`src/rtl/led_scanner.sv`:
```
// led_scanner: PWM-dimmed LED bank with a moving head and a decaying tail.
// Bounce or wrap motion at fractional speed; exports head index and an end-of-sweep pulse.
module led_scanner #(
  parameter int NUM_LEDS    = 8,
  parameter int PWM_BITS    = 10,
  parameter int FRAC_BITS   = 8,
  parameter int STEP_W      = 8,
  parameter int PRESCALE    = 65536,
  parameter int DECAY_SHIFT = 2,
  localparam int IDX_W      = ($clog2(NUM_LEDS) < 1) ? 1 : $clog2(NUM_LEDS)
) (
  input  logic                clk_16mhz_i,
  input  logic                rst_i,
  input  logic                enable_i,
  input  logic                mode_i,
  input  logic [STEP_W-1:0]   step_i,
  output logic [NUM_LEDS-1:0] led_o,
  output logic [IDX_W-1:0]    head_o,
  output logic                end_stop_o
);

  // dir state | meaning
  // DIR_UP    | head moving toward higher indices (always so in wrap mode)
  // DIR_DOWN  | head moving toward index 0 (bounce mode only)

  localparam int POS_W = IDX_W + FRAC_BITS;
  localparam int PS_W  = $clog2(PRESCALE);
  localparam logic [POS_W:0]      POS_MAX    = (POS_W+1)'((NUM_LEDS - 1) * (2 ** FRAC_BITS));
  localparam logic [POS_W:0]      POS_SPAN   = (POS_W+1)'(NUM_LEDS * (2 ** FRAC_BITS));
  localparam logic [PS_W-1:0]     PS_LAST    = PS_W'(PRESCALE - 1);
  localparam logic [PWM_BITS-1:0] BRIGHT_MAX = '1;

  typedef enum logic {DIR_UP = 1'b0, DIR_DOWN = 1'b1} dir_e;

  dir_e                dir_q, dir_d;
  logic [POS_W-1:0]    pos_q, pos_d;
  logic [PS_W-1:0]     presc_q, presc_d;
  logic [PWM_BITS-1:0] pwm_q, pwm_d;
  logic [PWM_BITS-1:0] bright_q [NUM_LEDS];
  logic [PWM_BITS-1:0] bright_d [NUM_LEDS];
  logic [NUM_LEDS-1:0] led_d;
  logic                end_stop_d;
  logic                tick;
  logic [IDX_W-1:0]    head;
  logic [POS_W:0]      pos_ext, step_ext, sum;

  // Proportional decay, but never stalls above zero.
  function automatic logic [PWM_BITS-1:0] decay(input logic [PWM_BITS-1:0] b);
    logic [PWM_BITS-1:0] d;
    d = b >> DECAY_SHIFT;
    if (d == '0 && b != '0) d = PWM_BITS'(1);
    return b - d;
  endfunction

  assign head     = pos_q[POS_W-1:FRAC_BITS];
  assign head_o   = head;
  assign pos_ext  = {1'b0, pos_q};
  assign step_ext = (POS_W+1)'(step_i);
  assign sum      = pos_ext + step_ext;

  always_comb begin
    tick       = enable_i && (presc_q == PS_LAST);
    presc_d    = presc_q;
    pwm_d      = pwm_q + 1'b1;
    pos_d      = pos_q;
    dir_d      = dir_q;
    end_stop_d = 1'b0;
    for (int i = 0; i < NUM_LEDS; i++) begin
      bright_d[i] = bright_q[i];
      led_d[i]    = enable_i && (pwm_q < bright_q[i]);
    end

    if (enable_i) presc_d = tick ? '0 : presc_q + 1'b1;

    if (tick) begin
      // Maximum goes to the pre-update head, so it trails head_o by one tick.
      for (int i = 0; i < NUM_LEDS; i++)
        bright_d[i] = (head == IDX_W'(i)) ? BRIGHT_MAX : decay(bright_q[i]);

      if (mode_i) begin
        dir_d = DIR_UP;
        if (sum >= POS_SPAN) begin
          pos_d      = POS_W'(sum - POS_SPAN);
          end_stop_d = 1'b1;
        end else begin
          pos_d = POS_W'(sum);
        end
      end else if (dir_q == DIR_UP) begin
        if (sum >= POS_MAX) begin
          pos_d      = POS_MAX[POS_W-1:0];
          dir_d      = DIR_DOWN;
          end_stop_d = 1'b1;
        end else begin
          pos_d = POS_W'(sum);
        end
      end else begin
        if (pos_ext <= step_ext) begin
          pos_d      = '0;
          dir_d      = DIR_UP;
          end_stop_d = 1'b1;
        end else begin
          pos_d = POS_W'(pos_ext - step_ext);
        end
      end
    end
  end

  always_ff @(posedge clk_16mhz_i or posedge rst_i) begin
    if (rst_i) begin
      dir_q      <= DIR_UP;
      pos_q      <= '0;
      presc_q    <= '0;
      pwm_q      <= '0;
      led_o      <= '0;
      end_stop_o <= 1'b0;
      for (int i = 0; i < NUM_LEDS; i++) bright_q[i] <= '0;
    end else begin
      dir_q      <= dir_d;
      pos_q      <= pos_d;
      presc_q    <= presc_d;
      pwm_q      <= pwm_d;
      led_o      <= led_d;
      end_stop_o <= end_stop_d;
      for (int i = 0; i < NUM_LEDS; i++) bright_q[i] <= bright_d[i];
    end
  end

endmodule

```
`config.mk`:
```
export PLATFORM = sky130hd
export DESIGN_NAME = led_scanner
export DESIGN_NICKNAME = d
export VERILOG_FILES = /design/src/rtl/led_scanner.sv
export SDC_FILE = /design/constraint.sdc
export NUM_CORES = 1
export LEC_CHECK = 0
export ABC_CLOCK_PERIOD_IN_PS = 8600
export CORE_MARGIN = 2
export CORE_UTILIZATION = 55
export DETAILED_ROUTE_END_ITERATION = 6
export DONT_BUFFER_PORTS = 1
export GPL_ROUTABILITY_DRIVEN = 0
export MAX_ROUTING_LAYER = met4
export PLACE_DENSITY = 0.75
export SKIP_CTS_REPAIR_TIMING = 1
export SLEW_MARGIN = 20
export SYNTH_ARGS = -nofsm -noshare
export SYNTH_HDL_FRONTEND = slang
export SYNTH_SLANG_ARGS = --single-unit
```
`constraint.sdc`:
```
create_clock -name clk_16mhz_i -period 8.6 [get_ports clk_16mhz_i]
set_input_delay 1.29 -clock clk_16mhz_i [delete_from_list [all_inputs] [get_ports clk_16mhz_i]]
set_output_delay 1.29 -clock clk_16mhz_i [all_outputs]
set_load 0.01 [all_outputs]
```
# --- Word-level counts from Yosys, hierarchy flattened ---
# Cells that the tools add are included.
op_classes:
  addsub: 13
  order_cmp: 11
  n_eq_ne: 8
  n_mux: 39
  reduce_logical: 34
ops:
  columns: ["cell", "count"]
  rows:
  - ["$mux 10", 16]
  - ["$logic_not 10->1", 8]
  - ["$lt 10x10->1", 8]
  - ["$reduce_bool 10->1", 8]
  - ["$sub 10x10->10", 8]
  - ["$mux 8", 8]
  - ["$mux 11", 5]
  - ["$logic_and 1x1->1", 17]
  - ["$add 16x1->16 const B", 1]
  - ["$eq 16x16->1 const B", 1]
  - ["$mux 16", 1]
  - ["$add 11x8->12", 1]
  - ["$eq 3x3->1 const B", 4]
  - ["$ge 12x11->1 const B", 1]
  - ["$ge 12x12->1 const B", 1]
  - ["$le 11x8->1", 1]
  - ["$sub 11x1->11 const B", 1]
  - ["$sub 11x8->11", 1]
  - ["$add 10x1->10 const B", 1]
  - ["$mux 1", 9]
  - ["$eq 3x2->1 const B", 2]
  - ["$eq 3x1->1 const B", 1]
  - ["$logic_not 3->1", 1]
totals:
  register_bits: 127
  input_bits: 12
  elab_cells: 119

# --- Longest topological paths before layout ---
# Gate-level depths: netlist of run 1.
depth:
  word_depth: 6
  ltp_mapped: 13

# --- Worst setup path after synthesis of run 1 ---
# No wires, ideal clock.
synth_timing:
  path_kind: "input -> register"
  startpoint: "input step_i[0]"
  endpoint: "register pos_q[2]"
  setup_time_ns: 0.124
  arrival_ns: 3.638
  required_time_ns: 8.476
  setup_slack_ns: 4.838
  path_stages: 10
  path_buffers: 0
  path_cell_list: "ha_1 fa_1 nand2b_1 a211oi_4 o31ai_2 nor2_2 a2111oi_4 nor3_4 a21o_1 a211o_1"
synth_via:
  elab_chain_cells: 5
  elab_cells_between_ends: 11
synth_lines:
  columns: ["item", "line_no", "source"]
  rows:
  - ["from (decl)", "16", "input logic [STEP_W-1:0] step_i,"]
  - ["$add 11x8->12", "59", "assign sum = pos_ext + step_ext;"]
  - ["$ge 12x11->1", "89", "if (sum >= POS_MAX) begin"]
  - ["$mux 11", "89", null]
  - ["$mux 11", "88", "end else if (dir_q == DIR_UP) begin"]
  - ["$mux 11 *", "80", "if (mode_i) begin"]
  - ["to (signal assigned)", "119", "pos_q <= pos_d;"]
  - ["to (decl)", "36", "logic [POS_W-1:0] pos_q, pos_d;"]
# Every way passes the cells marked *; elsewhere a longest branch is shown, timed or not.
# A chain may end at the register's enable or synchronous reset.

# --- Worst setup path in the final report of run 1 ---
layout_timing:
  startpoint: "input step_i[0]"
  endpoint: "register pos_q[6]"
# The elaborated chain is that of the path after synthesis.

==> impl_metrics.toml, run 1 <==
[clocking]
cts-root-buf = "clkbuf_16"
cts_buffers = 17
cts_tree = "yes"
cts_buffer_depth = 2
insertion_delay_ns = 0.43
numClockSinks = 127
clk_pin_slew_worst_paths_ns = 0.06
htreeDepth = 4

[critical_path]
ff2ff_path_depth = 13
worst-path-buf-inv = 0
r2r-end = "bright_q[58]"
end_kind = "register"
crit_arrival_ns = 3.94
worstSetupStartpointType = "input pin"
cp_cell_sequence = "ha_1 -> fa_1 -> nand2b_1 -> a211oi_4 -> o31ai_2 -> a21oi_1 -> a2111oi_4 -> o21bai_1 -> a31oi_1 -> o211ai_1"
cp_top_family = "compound AO/OA/AOI/OAI gates"
critPathMaxStageDelay_ns = 0.54
critical_path_class = "in2reg"
crit_path_max_fanout = 6
cpMaxStageDelayCell = "a2111oi_4"
r2r_slack_ns = 5.38
r2r_start = "bright_q[53]"
worst_ep_required_time_ns = 8.90

[floorplan]
initial_core_util = 0.5551
core-area_mm2 = 0.01927
die-area_mm2 = 0.02058
num_rows = 51
die_y_um = 143.5
die_w_um = 143.5
ios = 24

[sta]
rsz0062_at_grt = "false"
min_period_over_period = 0.4224
clock-skew-final_ns = 0.008134
whs_ns = 0.4806
finalHoldViolations = 0
min_period_ns = 3.633
worst_pin_slew_ns = 0.9288
setup_viol = 0
fin_ws_ns = 4.967
final-max-slew-violation-count = 0
relSlewSlack = 0.3795
tns_ns = 0
fmax_ghz = 0.2753

[drt]
drt_iter0_drc = 492
ant_nets = 0
via_count = 9040
wirelength_um = 25010
drt-pass1-iter-count = 5
drc = 0
wl_per_cell_um = 16.35
avgViaCountPerCell = 5.912

[global_routing]
antenna_found_initial = 0
overflow = 0
grt_pass1_vias = 8676
grt_pass1_wl_um = 41660
grt_max_degree = 84
grtUsageTotal = 0.2601

[final_layout]
nets = 1427
drive_gt1_frac = 0.04984
design_area_mm2 = 0.01149
synthToLayoutAreaGrowth_pct = 7.463
diodes = 0
instances_no_fill = 1529
fin_util = 0.5965

[hold_path]
hp-start = "presc_q[10]"
worstHoldPathType = "reg2reg"
hold_depth = 1
holdPathEnd = "presc_q[10]"

[logic_synthesis]
postSynthCellCount = 1274
netlist_area_mm2 = 0.01070
avgSynthCellArea_um2 = 8.396
syn_nets = 1450
seq_area_frac_synth = 0.2971
synth_area_leader_cell = "dfrtp_1"
synth_cell_types = 71
synth-main-ff-cell = "dfrtp_1"
synth.most_common_cell = "inv_1"
async_flop_share = 1.000
synth_top_area_frac = 0.2971
yosys_warnings = 0
ys_top_cells_by_area = "dfrtp_1 (30%), ha_1 (18%), inv_1 (6.8%), o21ai_0 (6.6%), a21oi_1 (3.6%)"
synth_seq_cells = 127
synthTopCellsByCount = "inv_1 (194), ha_1 (154), o21ai_0 (142), dfrtp_1 (127), nor2_1 (84)"
synth-edff-count = 0

[place]
dpl_cell_area_mm2 = 0.01086
place_ws_ns = 4.522
dp_hpwl_um = 17280
port_buffers = 0
placed_cells = 1497

[power]
ir_worst_vdd_mv = 0.1053
p_leak_nw = 5.546
p_total_mw = 1.644
p_per_area_mw_per_mm2 = 143.0

[status]
status = "completed"

[job]
max-cap-violations = 0
==> flip-flops by register name, indices dropped and copies added (netlist names) <==
| name | flops |
|---|---|
| end_stop_o | 1 |
| bright_q | 80 |
| presc_q | 16 |
| pos_q | 11 |
| led_o | 8 |
| dir_q | 1 |
| pwm_q | 10 |
==> metal layers <==
| layer | global-route usage | part of all wire | vias up |
|---|---|---|---|
| met4 | 0.09133 | 0.018 | 0 |
| met2 | 0.4231 | 0.48 | 184 |
| li1 | - | - | 4420 |
| met5 | - | 0 | - |
| met3 | 0.03932 | 0.037 | 40 |
| met1 | 0.3321 | 0.46 | 4396 |
==> cell families (layout without fill, tap and decap cells) <==
| group | count (synthesis) | in the layout | synth area share |
|---|---|---|---|
| and+or+nand+nor | 290 | 290 | 0.1355 |
| AOI/OAI and AO/OA | 394 | 394 | 0.2320 |
| muxes | 4 | 4 | 0.003860 |
| DFF | 127 | 127 | 0.2971 |
| buffers and inverters | 241 | 231 | 0.08855 |
| xor gates and xnor gates | 54 | 54 | 0.04422 |
| adders and majority gates | 164 | 164 | 0.1989 |
==> where the power goes <==
| group | leakage, nW | internal (mW) | switching, mW |
|---|---|---|---|
| logic | 3.77 | 0.0850 | 0.123 |
| registers | 1.47 | 0.622 | 0.0265 |
| clock network | 0.304 | 0.489 | 0.299 |
==> how the worst max path moves through the flow <==
stage / from / to / slack [ns] / cells past startpoint
floorplan: rst_i / bright_q[0] / 3.93 / 1
CTS: step_i[0] / pos_q[6] / 4.99 / 10
global placement: step_i[0] / pos_q[2] / 4.59 / 10
detailed placement: step_i[0] / pos_q[2] / 4.52 / 10
finish: step_i[0] / pos_q[6] / 4.97 / 10
global route: step_i[0] / pos_q[6] / 4.80 / 10
==> layout make-up <==
cell class                 count  area [um^2]
clock buffer                  17        425.4
tap                          265        331.6
multi-input combinational    906         6579
fill                        1692         7776
sequential                   127         3178
inverter                     194        733.2
timing repair buffer           5        37.54
clock inverter                15        210.2
==> cells in the final DEF, fill, tap and decap left out, types with 7 or more instances in the layout <==
master	n
a211oi_1	8
or2_2	8
ha_1	154
nor4_1	9
a21oi_1	77
a41o_1	8
o21ai_0	142
a31oi_1	34
nor2b_1	25
nor3_1	17
o31ai_1	9
fa_1	10
xor2_1	17
xnor2_1	37
a21boi_0	31
nand3_1	27
nand2_1	58
clkbuf_16	17
o41ai_1	10
nor3b_1	11
o211ai_1	14
nand2b_1	14
dfrtp_1	127
nor2_1	84
a2111oi_0	8
nand4_1	7
a22oi_1	7
and3_1	7
inv_1	193
o21a_1	13
No activity file was read; power rests on OpenSTA's default activity.
==> run 2, diff against run 1 <==
--- a/config.mk
+++ b/config.mk
@@ -5,14 +5,15 @@
 export SDC_FILE = /design/constraint.sdc
 export NUM_CORES = 1
 export LEC_CHECK = 0
-export ABC_CLOCK_PERIOD_IN_PS = 8600
+export ABC_AREA = 1
+export ABC_CLOCK_PERIOD_IN_PS = 2910
 export CORE_MARGIN = 2
 export CORE_UTILIZATION = 55
 export DETAILED_ROUTE_END_ITERATION = 6
 export DONT_BUFFER_PORTS = 1
 export GPL_ROUTABILITY_DRIVEN = 0
 export MAX_ROUTING_LAYER = met4
-export PLACE_DENSITY = 0.75
+export PLACE_DENSITY = 0.78
 export SKIP_CTS_REPAIR_TIMING = 1
 export SLEW_MARGIN = 20
 export SYNTH_ARGS = -nofsm -noshare
==> constraint.sdc (replaced) <==
create_clock -name clk_16mhz_i -period 2.91 [get_ports clk_16mhz_i]
set_input_delay 0.4365 -clock clk_16mhz_i [delete_from_list [all_inputs] [get_ports clk_16mhz_i]]
set_output_delay 0.4365 -clock clk_16mhz_i [all_outputs]
set_load 0.01 [all_outputs]
==> run 2 against run 1 <==
Compared with the run above: critical path depth up 4; largest cell class unchanged; hold slack lost 0.40 ns; total power grew to 2.7 times the previous value; utilization grew 1.2 points.
==> impl_metrics.toml, run 2 <==
[status]
status = "completed"

[sta]
clock-skew-final_ns = 0.009560
final-max-slew-violation-count = 0
finalHoldViolations = 0
worst_pin_slew_ns = 0.6892
rsz0062_at_grt = "false"
whs_ns = 0.08319
fmax_ghz = 0.3882
tns_ns = 0
min_period_ns = 2.576
relSlewSlack = 0.5370
min_period_over_period = 0.8853
fin_ws_ns = 0.3337
setup_viol = 0

[power]
pwr-share-seq = 0.418
p_per_area_mw_per_mm2 = 375.2
p_leak_nw = 6.482
power_switching_share = 0.2309
internal_power_mw = 3.417
comb_power_share = 0.045
clkPwrFrac = 0.537
ir_worst_vdd_mv = 0.4216
p_switching_mw = 1.026

[global_routing]
antenna_found_initial = 0
overflow = 0
grt_pass1_wl_um = 43510
grt_pass1_vias = 9175
grtUsageTotal = 0.2597
grt_max_degree = 128

[logic_synthesis]
synthTopCellsByCount = "inv_1 (250), nand2_1 (247), ha_1 (154), dfrtp_1 (127), nor2_1 (108)"
netlist_area_mm2 = 0.01092
synth_area_leader_cell = "dfrtp_1"
synth_top_area_frac = 0.2910
yosys_warnings = 0
synth_top_family_by_area = "simple AND/OR/NAND/NOR gates"
synth_compound_area_frac = 0.1537
syn_nets = 1597
synth-xor-area-share = 0.06174
synth_seq_cells = 127
synth-main-ff-cell = "dfrtp_1"
ys_top_cells_by_area = "dfrtp_1 (29%), ha_1 (18%), inv_1 (8.6%), nand2_1 (8.5%), xor2_1 (4.7%)"
postSynthCellCount = 1421
synthAdderAreaFrac = 0.1947
synth_cell_types = 44
avgSynthCellArea_um2 = 7.687
synthMuxAreaShare = 0
async_flop_share = 1.000
synth-edff-count = 0
synth.most_common_cell = "inv_1"
seq_area_frac_synth = 0.2910
synth-simple-area-share = 0.1960

[final_layout]
regMostFlops = "bright_q"
synthToLayoutAreaGrowth_pct = 8.408
diodes = 0
reg_top3 = "bright_q (80), presc_q (16), pos_q (11)"
mostFrequentLayoutCells = "inv_1 (249), nand2_1 (247), ha_1 (154)"
instances_no_fill = 1695
final_common_cell = "inv_1"
seq_area_mm2 = 0.003178
drive_gt1_frac = 0.04196
fillCellCount = 1678
largest_reg_flops = 80
nets = 1593
multi_input_area_mm2 = 0.006621

[critical_path]
cpMostUsedCell = "nand2_1"
ff2ff_path_depth = 14
r2r_slack_ns = 0.33
worst_ep_required_time_ns = 3.23
worst-path-buf-inv = 1
critPathMaxStageDelay_ns = 0.44
critical_path_class = "reg2reg"
cp_num_cells = 14
cpMaxStageDelayCell = "dfrtp_1"
crit_path_max_fanout = 6
crit_arrival_ns = 2.89
end_kind = "register"
cp_cell_sequence = "inv_1 -> nand4_1 -> o41ai_1 -> ha_1 -> fa_1 -> o21ai_0 -> nand2_1 -> nand2_1 -> nand2_1 -> a21oi_1 -> o21ai_0 -> nand3_1 -> nand2_1 -> nand3_1"
worstSetupStartpointType = "register"
cp_top_family = "compound AO/OA/AOI/OAI gates"

[place]
place_ws_ns = 0.3408
placed_cells = 1663
dp_hpwl_um = 18450
port_buffers = 0

[clocking]
htreeDepth = 4
insertion_delay_ns = 0.44
numClockSinks = 127
cts_tree = "yes"
cts_buffers = 17
cts_buffer_depth = 2
cts-root-buf = "clkbuf_16"
clk_pin_slew_worst_paths_ns = 0.06

[floorplan]
ios = 24
initial_core_util = 0.5612
die_y_um = 144.9
die-area_mm2 = 0.02100
core-area_mm2 = 0.01946
num_rows = 51
die_w_um = 144.9

[drt]
via_count = 9508
drt-pass1-iter-count = 5
avgViaCountPerCell = 5.609
ant_nets = 0
drc = 0
wl_per_cell_um = 15.31
drt_iter0_drc = 640
wirelength_um = 25950

[job]
max-cap-violations = 0

[hold_path]
worstHoldPathType = "in2async"
==> run 2: cell count changes in the layout (fill, tap and decap cells not counted), sizes merged, moves of 20 or more <==
| cell | change |
|---|---|
| nand2 | +191 |
| a21boi | -20 |
| inv | +55 |
| nand3 | +47 |
| nor2 | +28 |
| o21ai | -70 |
| nor2b | -25 |
| a22oi | +45 |
| a31oi | -33 |
| xor2 | +41 |
==> run 2: logic make-up (layout without fill, tap and decap cells) <==
group	after synthesis	after routing
flops	127	127
xor+xnor	77	77
fa+ha+maj	164	164
compound gates	275	275
buf+inv	285	294
simple gates	493	493
==> run 2: power groups by stage <==
stage	Combinational, mW	Clock (mW)	Sequential (mW)
after floorplan	0.159	0	1.88
after global placement	0.198	0	1.89
after detailed placement	0.201	0	1.89
after CTS	0.203	2.39	1.86
after global routing	0.232	2.48	1.86
final	0.201	2.38	1.86
==> run 2: through the flow <==
step	instance area, um^2	total power [mW]	utilization
2_1_floorplan	10930	2.038	-
3_3_place_gp	11190	2.084	0.5749
3_5_place_dp	11190	2.088	0.5749
4_1_cts	11840	4.450	0.6084
5_1_grt	11840	4.574	0.6084
6_report	11840	4.443	0.6084
==> run 2: final timing paths <==
check                        startpoint           end
min                               rst_i      led_o[2]
max in group asynchronous         rst_i  bright_q[74]
max                        bright_q[48]  bright_q[48]
min reg2reg                 presc_q[15]   presc_q[15]
min in group clk_16mhz_i       enable_i    presc_q[0]
max reg2reg                bright_q[48]  bright_q[48]
==> run 2: cell type report <==
class                           instances  share of cell area
Inverter                              253             0.08052
Tap cell                              265             0.02800
Sequential cell                       127              0.2684
Multi-Input combinational cell       1009              0.5592
Clock buffer                           18             0.03709
Timing Repair Buffer                    9            0.008876
Clock inverter                         14             0.01796
==> run 2: metal layers <==
layer  global-route usage  wire length (um)  share of wire  vias up
met4              0.08465               675          0.026        0
met3              0.04151              1405          0.054       55
met5                    -                 0              0        -
met2               0.4252             12460           0.48      249
met1               0.3306             11410           0.44     4486
li1                     -                 -              -     4718
==> run 2: worst register-to-register path: stages, from the launching register on <==
cell	delay (ns)
dfrtp_1	0.44
inv_1	0.13
nand4_1	0.13
o41ai_1	0.28
ha_1	0.26
fa_1	0.24
o21ai_0	0.15
nand2_1	0.09
nand2_1	0.05
nand2_1	0.07
a21oi_1	0.08
o21ai_0	0.27
nand3_1	0.13
nand2_1	0.08
nand3_1	0.06
